<file path="src/rtl/rst_seq_pkg.sv">
// Shared state encoding and parameter defaults for the reset sequencer.
package rst_seq_pkg;

   typedef enum logic [2:0] {
      HOLD      = 3'd0,
      WAIT_LOCK = 3'd1,
      STABLE    = 3'd2,
      CORE_REL  = 3'd3,
      RUN       = 3'd4
   } state_t;

   localparam int LOCK_WAIT_CYCLES_DEF = 16;
   localparam int STAGE_DELAY_DEF      = 4;
   localparam int DEBOUNCE_CYCLES_DEF  = 8;
   localparam logic [7:0] LOSS_MAX     = 8'hFF;

endpackage

</file>
<file path="src/rtl/sync_2ff.sv">
// Two-flop synchroniser for a single asynchronous level; clears to 0 on reset.
module sync_2ff (
   input  logic clk,
   input  logic rst_n,
   input  logic d,
   output logic q
);

   logic meta;

   always_ff @(posedge clk or negedge rst_n) begin
      if (!rst_n) begin
         meta <= 1'b0;
         q    <= 1'b0;
      end else begin
         meta <= d;
         q    <= meta;
      end
   end

endmodule

</file>
<file path="src/rtl/rst_sequencer.sv">
// Staged core/peripheral reset release gated on a stable PLL lock, with
// pushbutton debounce and a saturating lock-loss counter.
//
// state     | meaning
// ----------+------------------------------------------------------
// HOLD      | just out of reset, everything held
// WAIT_LOCK | waiting for lock and button both high
// STABLE    | counting consecutive good lock cycles
// CORE_REL  | core released, waiting to release peripherals
// RUN       | sequence complete, all resets released
module rst_sequencer
   import rst_seq_pkg::*;
#(
   parameter int LOCK_WAIT_CYCLES = LOCK_WAIT_CYCLES_DEF,
   parameter int STAGE_DELAY      = STAGE_DELAY_DEF,
   parameter int DEBOUNCE_CYCLES  = DEBOUNCE_CYCLES_DEF
) (
   input  logic       CLK,
   input  logic       RESETN,
   input  logic       PLL_LOCK,
   input  logic       EXT_RST_N,
   output logic       CORE_RESETN,
   output logic       PERIPH_RESETN,
   output logic       READY,
   output logic [2:0] STATE,
   output logic [7:0] LOCK_LOSS_CNT
);

   localparam int LW = $clog2(LOCK_WAIT_CYCLES) + 1;
   localparam int SW = $clog2(STAGE_DELAY) + 1;
   localparam int DW = $clog2(DEBOUNCE_CYCLES) + 1;

   localparam logic [LW-1:0] LOCK_LAST  = LW'(LOCK_WAIT_CYCLES - 1);
   localparam logic [SW-1:0] STAGE_LAST = SW'(STAGE_DELAY - 1);
   localparam logic [DW-1:0] DEB_LAST   = DW'(DEBOUNCE_CYCLES - 1);
   localparam logic [DW-1:0] DEB_MAX    = DW'(DEBOUNCE_CYCLES);

   state_t          state;
   logic            lock_s;
   logic            ext_s;
   logic            press;
   logic [LW-1:0]   lock_cnt;
   logic [SW-1:0]   stage_cnt;
   logic [DW-1:0]   deb_cnt;

   sync_2ff u_sync_lock (
      .clk   (CLK),
      .rst_n (RESETN),
      .d     (PLL_LOCK),
      .q     (lock_s)
   );

   sync_2ff u_sync_ext (
      .clk   (CLK),
      .rst_n (RESETN),
      .d     (EXT_RST_N),
      .q     (ext_s)
   );

   // Debounce count saturates so a held button raises exactly one press.
   always_ff @(posedge CLK or negedge RESETN) begin
      if (!RESETN) begin
         deb_cnt <= '0;
      end else if (ext_s) begin
         deb_cnt <= '0;
      end else if (deb_cnt != DEB_MAX) begin
         deb_cnt <= deb_cnt + 1'b1;
      end
   end

   assign press = !ext_s && (deb_cnt == DEB_LAST);

   always_ff @(posedge CLK or negedge RESETN) begin
      if (!RESETN) begin
         state         <= HOLD;
         lock_cnt      <= '0;
         stage_cnt     <= '0;
         CORE_RESETN   <= 1'b0;
         PERIPH_RESETN <= 1'b0;
         READY         <= 1'b0;
         LOCK_LOSS_CNT <= '0;
      end else begin
         case (state)
            HOLD: begin
               state <= WAIT_LOCK;
            end
            WAIT_LOCK: begin
               if (lock_s && ext_s) begin
                  state    <= STABLE;
                  lock_cnt <= '0;
               end
            end
            STABLE: begin
               if (!lock_s || !ext_s) begin
                  state <= WAIT_LOCK;
               end else if (lock_cnt == LOCK_LAST) begin
                  state       <= CORE_REL;
                  stage_cnt   <= '0;
                  CORE_RESETN <= 1'b1;
               end else begin
                  lock_cnt <= lock_cnt + 1'b1;
               end
            end
            CORE_REL, RUN: begin
               // Lock loss and press collapse into one transition; only a
               // lock loss while running is counted.
               if (!lock_s || press) begin
                  state         <= WAIT_LOCK;
                  CORE_RESETN   <= 1'b0;
                  PERIPH_RESETN <= 1'b0;
                  READY         <= 1'b0;
                  if (state == RUN && !lock_s && LOCK_LOSS_CNT != LOSS_MAX) begin
                     LOCK_LOSS_CNT <= LOCK_LOSS_CNT + 1'b1;
                  end
               end else if (state == CORE_REL) begin
                  if (stage_cnt == STAGE_LAST) begin
                     state         <= RUN;
                     PERIPH_RESETN <= 1'b1;
                     READY         <= 1'b1;
                  end else begin
                     stage_cnt <= stage_cnt + 1'b1;
                  end
               end
            end
            default: begin
               state         <= HOLD;
               CORE_RESETN   <= 1'b0;
               PERIPH_RESETN <= 1'b0;
               READY         <= 1'b0;
            end
         endcase
      end
   end

   assign STATE = state;

endmodule
</file>
<file path="config.mk">
export PLATFORM = sky130hd
export DESIGN_NAME = rst_sequencer
export DESIGN_NICKNAME = d
export VERILOG_FILES = /design/src/rtl/rst_seq_pkg.sv /design/src/rtl/sync_2ff.sv /design/src/rtl/rst_sequencer.sv
export SDC_FILE = /design/constraint.sdc
export NUM_CORES = 1
export LEC_CHECK = 0
export ABC_AREA = 1
export CAP_MARGIN = 20
export CORE_MARGIN = 1
export CORE_UTILIZATION = 50
export CTS_CLUSTER_SIZE = 10
export DETAILED_ROUTE_END_ITERATION = 10
export PLACE_DENSITY_LB_ADDON = 0.1
export SETUP_SLACK_MARGIN = 0.4
export SLEW_MARGIN = 5
export SYNTH_ARGS = -nofsm -noshare
export SYNTH_HDL_FRONTEND = slang
export SYNTH_SLANG_ARGS = --single-unit
</file>
<file path="constraint.sdc">
create_clock -name CLK -period 1.35 [get_ports CLK]
set_input_delay 0.135 -clock CLK [delete_from_list [all_inputs] [get_ports CLK]]
set_output_delay 0.135 -clock CLK [all_outputs]
set_load 0.05 [all_outputs]
</file>
==> Yosys cells after proc, flatten, opt, wreduce, memory -nomap -nowiden <==
Index checks and enable logic that the tools add are counted.
{ "op_classes": {"bitwise_logic": 2, "n_reduce_logical": 21, "muxes": 27, "shifts": 0, "addsub": 4, "n_eq_ne": 20, "div_mod_pow": 0, "multipliers": 0, "magnitude_cmp": 0} }
{ "ops": {"columns": ["operator", "count"], "rows": [
  ["3-bit 2-to-1 mux", 11],
  ["2-bit inequality test (second input constant)", 8],
  ["5-bit 2-to-1 mux", 3],
  ["3-bit one-hot mux with 4 select lines", 1],
  ["4-bit AND reduction", 3],
  ["5-bit one-hot mux with 2 select lines", 1],
  ["3-bit by 2-bit equality test with 1-bit output (second input constant)", 3],
  ["3-bit inequality test (second input constant)", 3],
  ["8-bit by 1-bit adder with 8-bit output (second input constant)", 1],
  ["4-bit 2-to-1 mux", 2],
  ["8-bit inequality test (second input constant)", 1],
  ["1-bit 2-to-1 mux", 6],
  ["3-bit one-hot mux with 2 select lines", 1],
  ["3-bit AND reduction", 2],
  ["6-bit AND reduction", 1],
  ["2-bit nonzero test", 3],
  ["5-bit by 1-bit adder with 5-bit output (second input constant)", 1],
  ["5-bit by 4-bit equality test with 1-bit output (second input constant)", 1],
  ["4-bit by 1-bit adder with 4-bit output (second input constant)", 1],
  ["4-bit by 3-bit equality test with 1-bit output (second input constant)", 1],
  ["1-bit logical AND", 4],
  ["4-bit inequality test (second input constant)", 1],
  ["2-bit OR reduction", 2],
  ["3-bit by 1-bit adder with 3-bit output (second input constant)", 1],
  ["9 further kinds", 12]
]} }
{ "word_totals": {"latch_bits": 0, "register_bits": 29, "ramBits": 0, "output_inout_bits": 14, "in_bits": 4, "n_memories": 0, "romBits": 0, "wordCells": 85} }

==> Depth between registers and ports, before layout <==
Gate-level depths: netlist of the first run.
{ "depth": {"depth_word": 5, "ltp_mapped": 11, "depth_no_buf": 11} }

==> Cells and area by module <==
A second synthesis of the first run with hierarchy kept.
{ "hier_totals": {"cells_unflattened": 200, "area_unflattened_um2": 1586.5} }
{ "modules_own_cells": {"columns": ["mod", "n_inst", "seq_area_each_um2", "area_each_um2", "cells_per_inst"], "rows": [
  ["rst_sequencer", 1, 625.6, 1486.4, 196],
  ["sync_2ff", 2, 50.0, 50.0, 2]
]} }

==> Worst setup path after synthesis of the first run <==
OpenSTA, ideal clock, no wires.
{ "synth_timing": {"path_type": "register to register", "start": "reg LOCK_LOSS_CNT[1]", "end": "reg LOCK_LOSS_CNT[6]", "t_arrival_ns": 1.603, "required_time_ns": 1.276, "slack_ns": -0.327, "path_buffers": 1, "path_stages_with_launch": 9, "setup_ns": 0.074, "period_less_slack_ns": 1.677, "cell_sequence": "dfrtp_1 -> ha_1 -> nand3_2 -> nor2_4 -> nand3_2 -> nand2_2 -> buf_6 -> nand2_1 -> o21ai_2"} }
{ "synth_via": {"elab_chain_cells": 3, "elab_cells_between_ends": 4, "cone_classes": "1 x add/sub; 1 x eq/ne; 2 x reduce/logical"} }
{ "synth_rtl": {"columns": ["element", "line_no", "source"], "rows": [
  ["start: declaration", "rst_sequencer.sv:26", "output logic [7:0] LOCK_LOSS_CNT"],
  ["start signal: assignment", "rst_sequencer.sv:113", "LOCK_LOSS_CNT <= LOCK_LOSS_CNT + 1'b1;"],
  ["branches (longest 3 deep; another with 8-bit by 1-bit adder with 8-bit output)", null, null]
]} }
Parallel ways; which one is timed is not known.
A chain may end at the register's enable or synchronous reset.

==> Final worst setup path of the first run <==
{ "layout_timing": {"start": "reg lock_cnt[1]", "end": "reg lock_cnt[2]"} }
{ "layout_via": {"elab_chain_cells": 4, "elab_cells_between_ends": 7, "cone_classes": "1 x add/sub; 2 x eq/ne; 3 x mux; 1 x reduce/logical"} }
{ "layout_rtl": {"columns": ["element", "line_no", "source"], "rows": [
  ["start: declaration", "rst_sequencer.sv:42", "logic [LW-1:0] lock_cnt;"],
  ["start signal: assignment", "rst_sequencer.sv:101", "lock_cnt <= lock_cnt + 1'b1;"],
  ["5-bit by 1-bit adder with 5-bit output", "rst_sequencer.sv:101", null],
  ["5-bit 2-to-1 mux", "rst_sequencer.sv:96", "end else if (lock_cnt == LOCK_LAST) begin"],
  ["5-bit 2-to-1 mux", "rst_sequencer.sv:94", "if (!lock_s || !ext_s) begin"],
  ["5-bit one-hot mux with 2 select lines", "rst_sequencer.sv:83", "case (state)"]
]} }
Several ways; a longest one is shown, not always the timed one. The select of a mux whose other input is x is not followed.

==> results of run 1 <==
## sequential cells by signal, summed over array words and instances (netlist names)
signal,cells
CORE_RESETN,1
LOCK_LOSS_CNT,8
READY,1
STATE,3
deb_cnt,4
lock_cnt,5
stage_cnt,3
u_sync_ext.meta,1
u_sync_ext.q,1
u_sync_lock.meta,1
u_sync_lock.q,1
## layer usage
metal  vias to the layer above  wire length [um]  GRT usage
met5                         -                 0          0
met1                       726              1740      0.298
met3                        13               168     0.0637
li1                        721                 -          -
met2                        37              2310      0.430
met4                         0               109      0.112
## power by group
part	leakage, nW	switching, mW	internal, mW	total [mW]
logic	0.786	1.26	1.15	2.41
clock network	0.0413	0.316	0.301	0.617
registers	0.366	0.205	1.05	1.26
total	1.19	1.78	2.50	4.28
## cell families (layout without fill, tap and decap cells)
family	after synthesis	after routing
DFF	29	29
adders and majority gates	7	7
buffers and inverters	22	88
and+or+nand+nor	109	109
xor gates and xnor gates	9	9
AOI/OAI and AO/OA	13	13
## stage by stage
step	utilization	instance area [um2]	TNS, ns
floorplan	-	1650	-0.945
global placement	0.707	2140	-0.492
detailed placement	0.707	2140	-0.951
CTS	0.798	2420	-0.715
global route	0.855	2590	-2.42
finish	0.855	2590	-1.07
## worst register-to-register path: stages (launching register included)
cell	delay (ns)
dfrtp_1	0.40
ha_2	0.19
nand2_1	0.05
nor2_1	0.04
ha_2	0.17
buf_4	0.14
nor2_4	0.16
nand2_2	0.07
nand2_1	0.06
nand2_1	0.05
nor2_1	0.10
## worst min path at each step
stage | endpoint | startpoint | cells after the start
floorplan | CORE_RESETN$_DFFE_PN0P_ | RESETN | 0
global placement | u_sync_ext.q$_DFF_PN0_ | u_sync_ext.meta$_DFF_PN0_ | 0
detailed placement | u_sync_lock.q$_DFF_PN0_ | u_sync_lock.meta$_DFF_PN0_ | 0
CTS | u_sync_lock.meta$_DFF_PN0_ | RESETN | 2
global route | deb_cnt[2]$_DFFE_PN0P_ | RESETN | 2
finish | u_sync_ext.meta$_DFF_PN0_ | RESETN | 2
## area by class of cell
cell class | instances | share of cell area
clock buffer | 7 | 0.0251
clock inverter | 1 | 0.00193
inverter | 20 | 0.0334
multi-input combinational | 138 | 0.367
sequential | 29 | 0.286
tap | 44 | 0.0213
timing repair buffer | 60 | 0.265
## layout by cell type (no fill, tap or decap), types with 5 or more instances in the layout
cell       n
o21ai_2    5
dfrtp_2   12
buf_4     31
dfrtp_1   17
nand3_1    8
inv_1     13
nor2_1    17
clkbuf_4   5
nor2_2     5
buf_6     11
nand3_2    8
nand2_1   50
buf_12    15
nand2_2   10
xnor2_1    5
## synth_stat cells, types with 2 or more instances
master,count,share of area
nand2_1,57,0.13
nand2_2,5,0.020
o21ai_1,3,0.0095
nor2_1,22,0.052
inv_1,18,0.043
dfrtp_1,29,0.46
ha_1,7,0.055
xor2_1,3,0.017
nand3_1,13,0.041
xnor2_1,5,0.028
nand3_2,6,0.038
nor2_2,2,0.0079
o21ai_0,3,0.0095
o21ai_2,2,0.011
nor2_4,2,0.014
## what timing repair did
action | 4_1_cts | 5_1_grt
pin swaps | 24 | 8
buffers inserted | 13 | 11
gates resized for setup | 32 | 20
setup endpoints to repair | 39 | 39
hold buffers | 0 | 0
==> qor.txt, run 1 <==
result of the run - finished, violations left
violations in the final reports - setup timing
RSZ-0062 raised after global routing - true
synthesized-area fraction occupied by adder cells - 0.0552
iteration count of the initial detailed-routing pass - 4
fmax - 0.666 GHz
gpl congestion - 0.868
number of standard cells in the layout, taps in and fillers out - 299
relative slew slack - 0.750
combinational family with the most area after synthesis - simple AND/OR/NAND/NOR gates
library cell used as clock root buffer - clkbuf_4
final critical-path required period - 1.50 ns
critical path arrival - 1.76 ns
layout cell share with drive strength beyond 1 - 0.529
via density per instance - 5.01
count of cell instances traversed by the critical path - 10
mux cell area share after synthesis - 0
critical path capture point type - flip-flop
Slowest cell on crit path - dfrtp_1
post-place setup slack - -0.139 ns
vias - 1,497
total clock buffers created by CTS - 5
number of library cell types mapped by synthesis - 27
area of the die - 0.00340 mm2
portion of the post-synthesis area used by sequential elements - 0.457
largest net degree at the start of global routing - 30
kind of start point of the critical path - flip-flop
antenna viol nets, final - 0
CP endpoint - lock_cnt[2]$_DFFE_PN0P_
Fillers - 169
number of I/O pins - 18
number of DRC markers in iteration 0 - 49
final critical-path share of the clock period - 1.11
number of enable flip-flop cells after synthesis - 0
compound-cell area share of the yosys netlist - 0.0576
setup skew after layout - 0.0124 ns
number of instances in the placed design - 267
RR Endpoint - lock_cnt[2]$_DFFE_PN0P_
worst skew pair latency - 0.34 ns
clock tree sinks - 29
DRC violations left - 0
overall power consumption - 4.28 mW
Reg area - 741 um2
Avg Cell Area, Syn - 8.39 um2
netlist area before placement - 0.00159 mm2
die extent in x - 58.3 um
Required @ worst endpoint - 1.61 ns
number of nets in the layout - 265
CTS tree - done
number of antenna violations at the first check in global routing - 0
crit path max fanout - 4
standard-cell row count - 20
Congestion Overflow GR - 0
category of the critical setup timing path - flip-flop to flip-flop
number of global-route vias before repair - 1,483
detailed placement HPWL - 2.42 mm
Chip Height - 58.3 um
Starting Density - 0.524
hold slack - 0.174 ns
area added between synthesis and finish - 63.1%
final hold viol count - 0
quantity of I/O buffers inserted on ports - 17
type of the tightest min-delay check - primary input to asynchronous set/reset pin
xor and xnor area share after synthesis - 0.0544
total wire length after detailed routing - 4.33 mm
number of buffers and inverters on the critical path - 1
number of nets in the synthesized netlist - 200
worst path cell trace - ha_2 > nand2_1 > nor2_1 > ha_2 > buf_4 > nor2_4 > nand2_2 > nand2_1 > nand2_1 > nor2_1
start of the worst register-to-register path - lock_cnt[1]$_DFFE_PN0P_
worst setup path start - lock_cnt[1]$_DFFE_PN0P_
Routed wire per std cell - 14.5 um
power density over the cells - 1650 mW/mm2
final max-slew violation count - 0
H-tree Lvls - 2
first-pass GRT wire length - 6.27 mm
number of instances in the synthesized netlist - 189
overall fraction of global-route tracks in use - 0.251
fin worst setup slack - -0.150 ns
Post-synth ARST share - 1.00
CP most frequent cell - nand2_1
most instantiated flip-flop cell in the synthesis netlist - dfrtp_1
combined area of the multi-input logic cells - 948 um2
reg2reg path depth - 10
Max VDD drop - 1150 uV
simple-gate area share of the yosys netlist - 0.315
area of the core - 0.00303 mm2
maximum count of clock buffers along a single path - 2
gate family responsible for the most delay along the worst path - simple AND/OR/NAND/NOR gates
Register-to-Register Setup Slack - -0.15 ns
antenna cell count - 0
Max stage delay on crit path - 0.40 ns
number of violations of the max-capacitance limit - 0
final setup violating endpoints - 13
number of storage elements in the synthesis netlist - 29
clock input transition at the sequential cells of the worst setup and hold paths - 0.10 ns
worst slew pin tran - 0.376 ns
Synth Warn # - 0
Static Leakage - 1.19 nW
No activity file was read; power rests on OpenSTA's default activity.
==> inputs of run 2 (changes only) <==
SLEW_MARGIN = 20   (was 5)
==> results of run 2 <==
No change in the layout: final DEF, timing and power equal those of run 1.
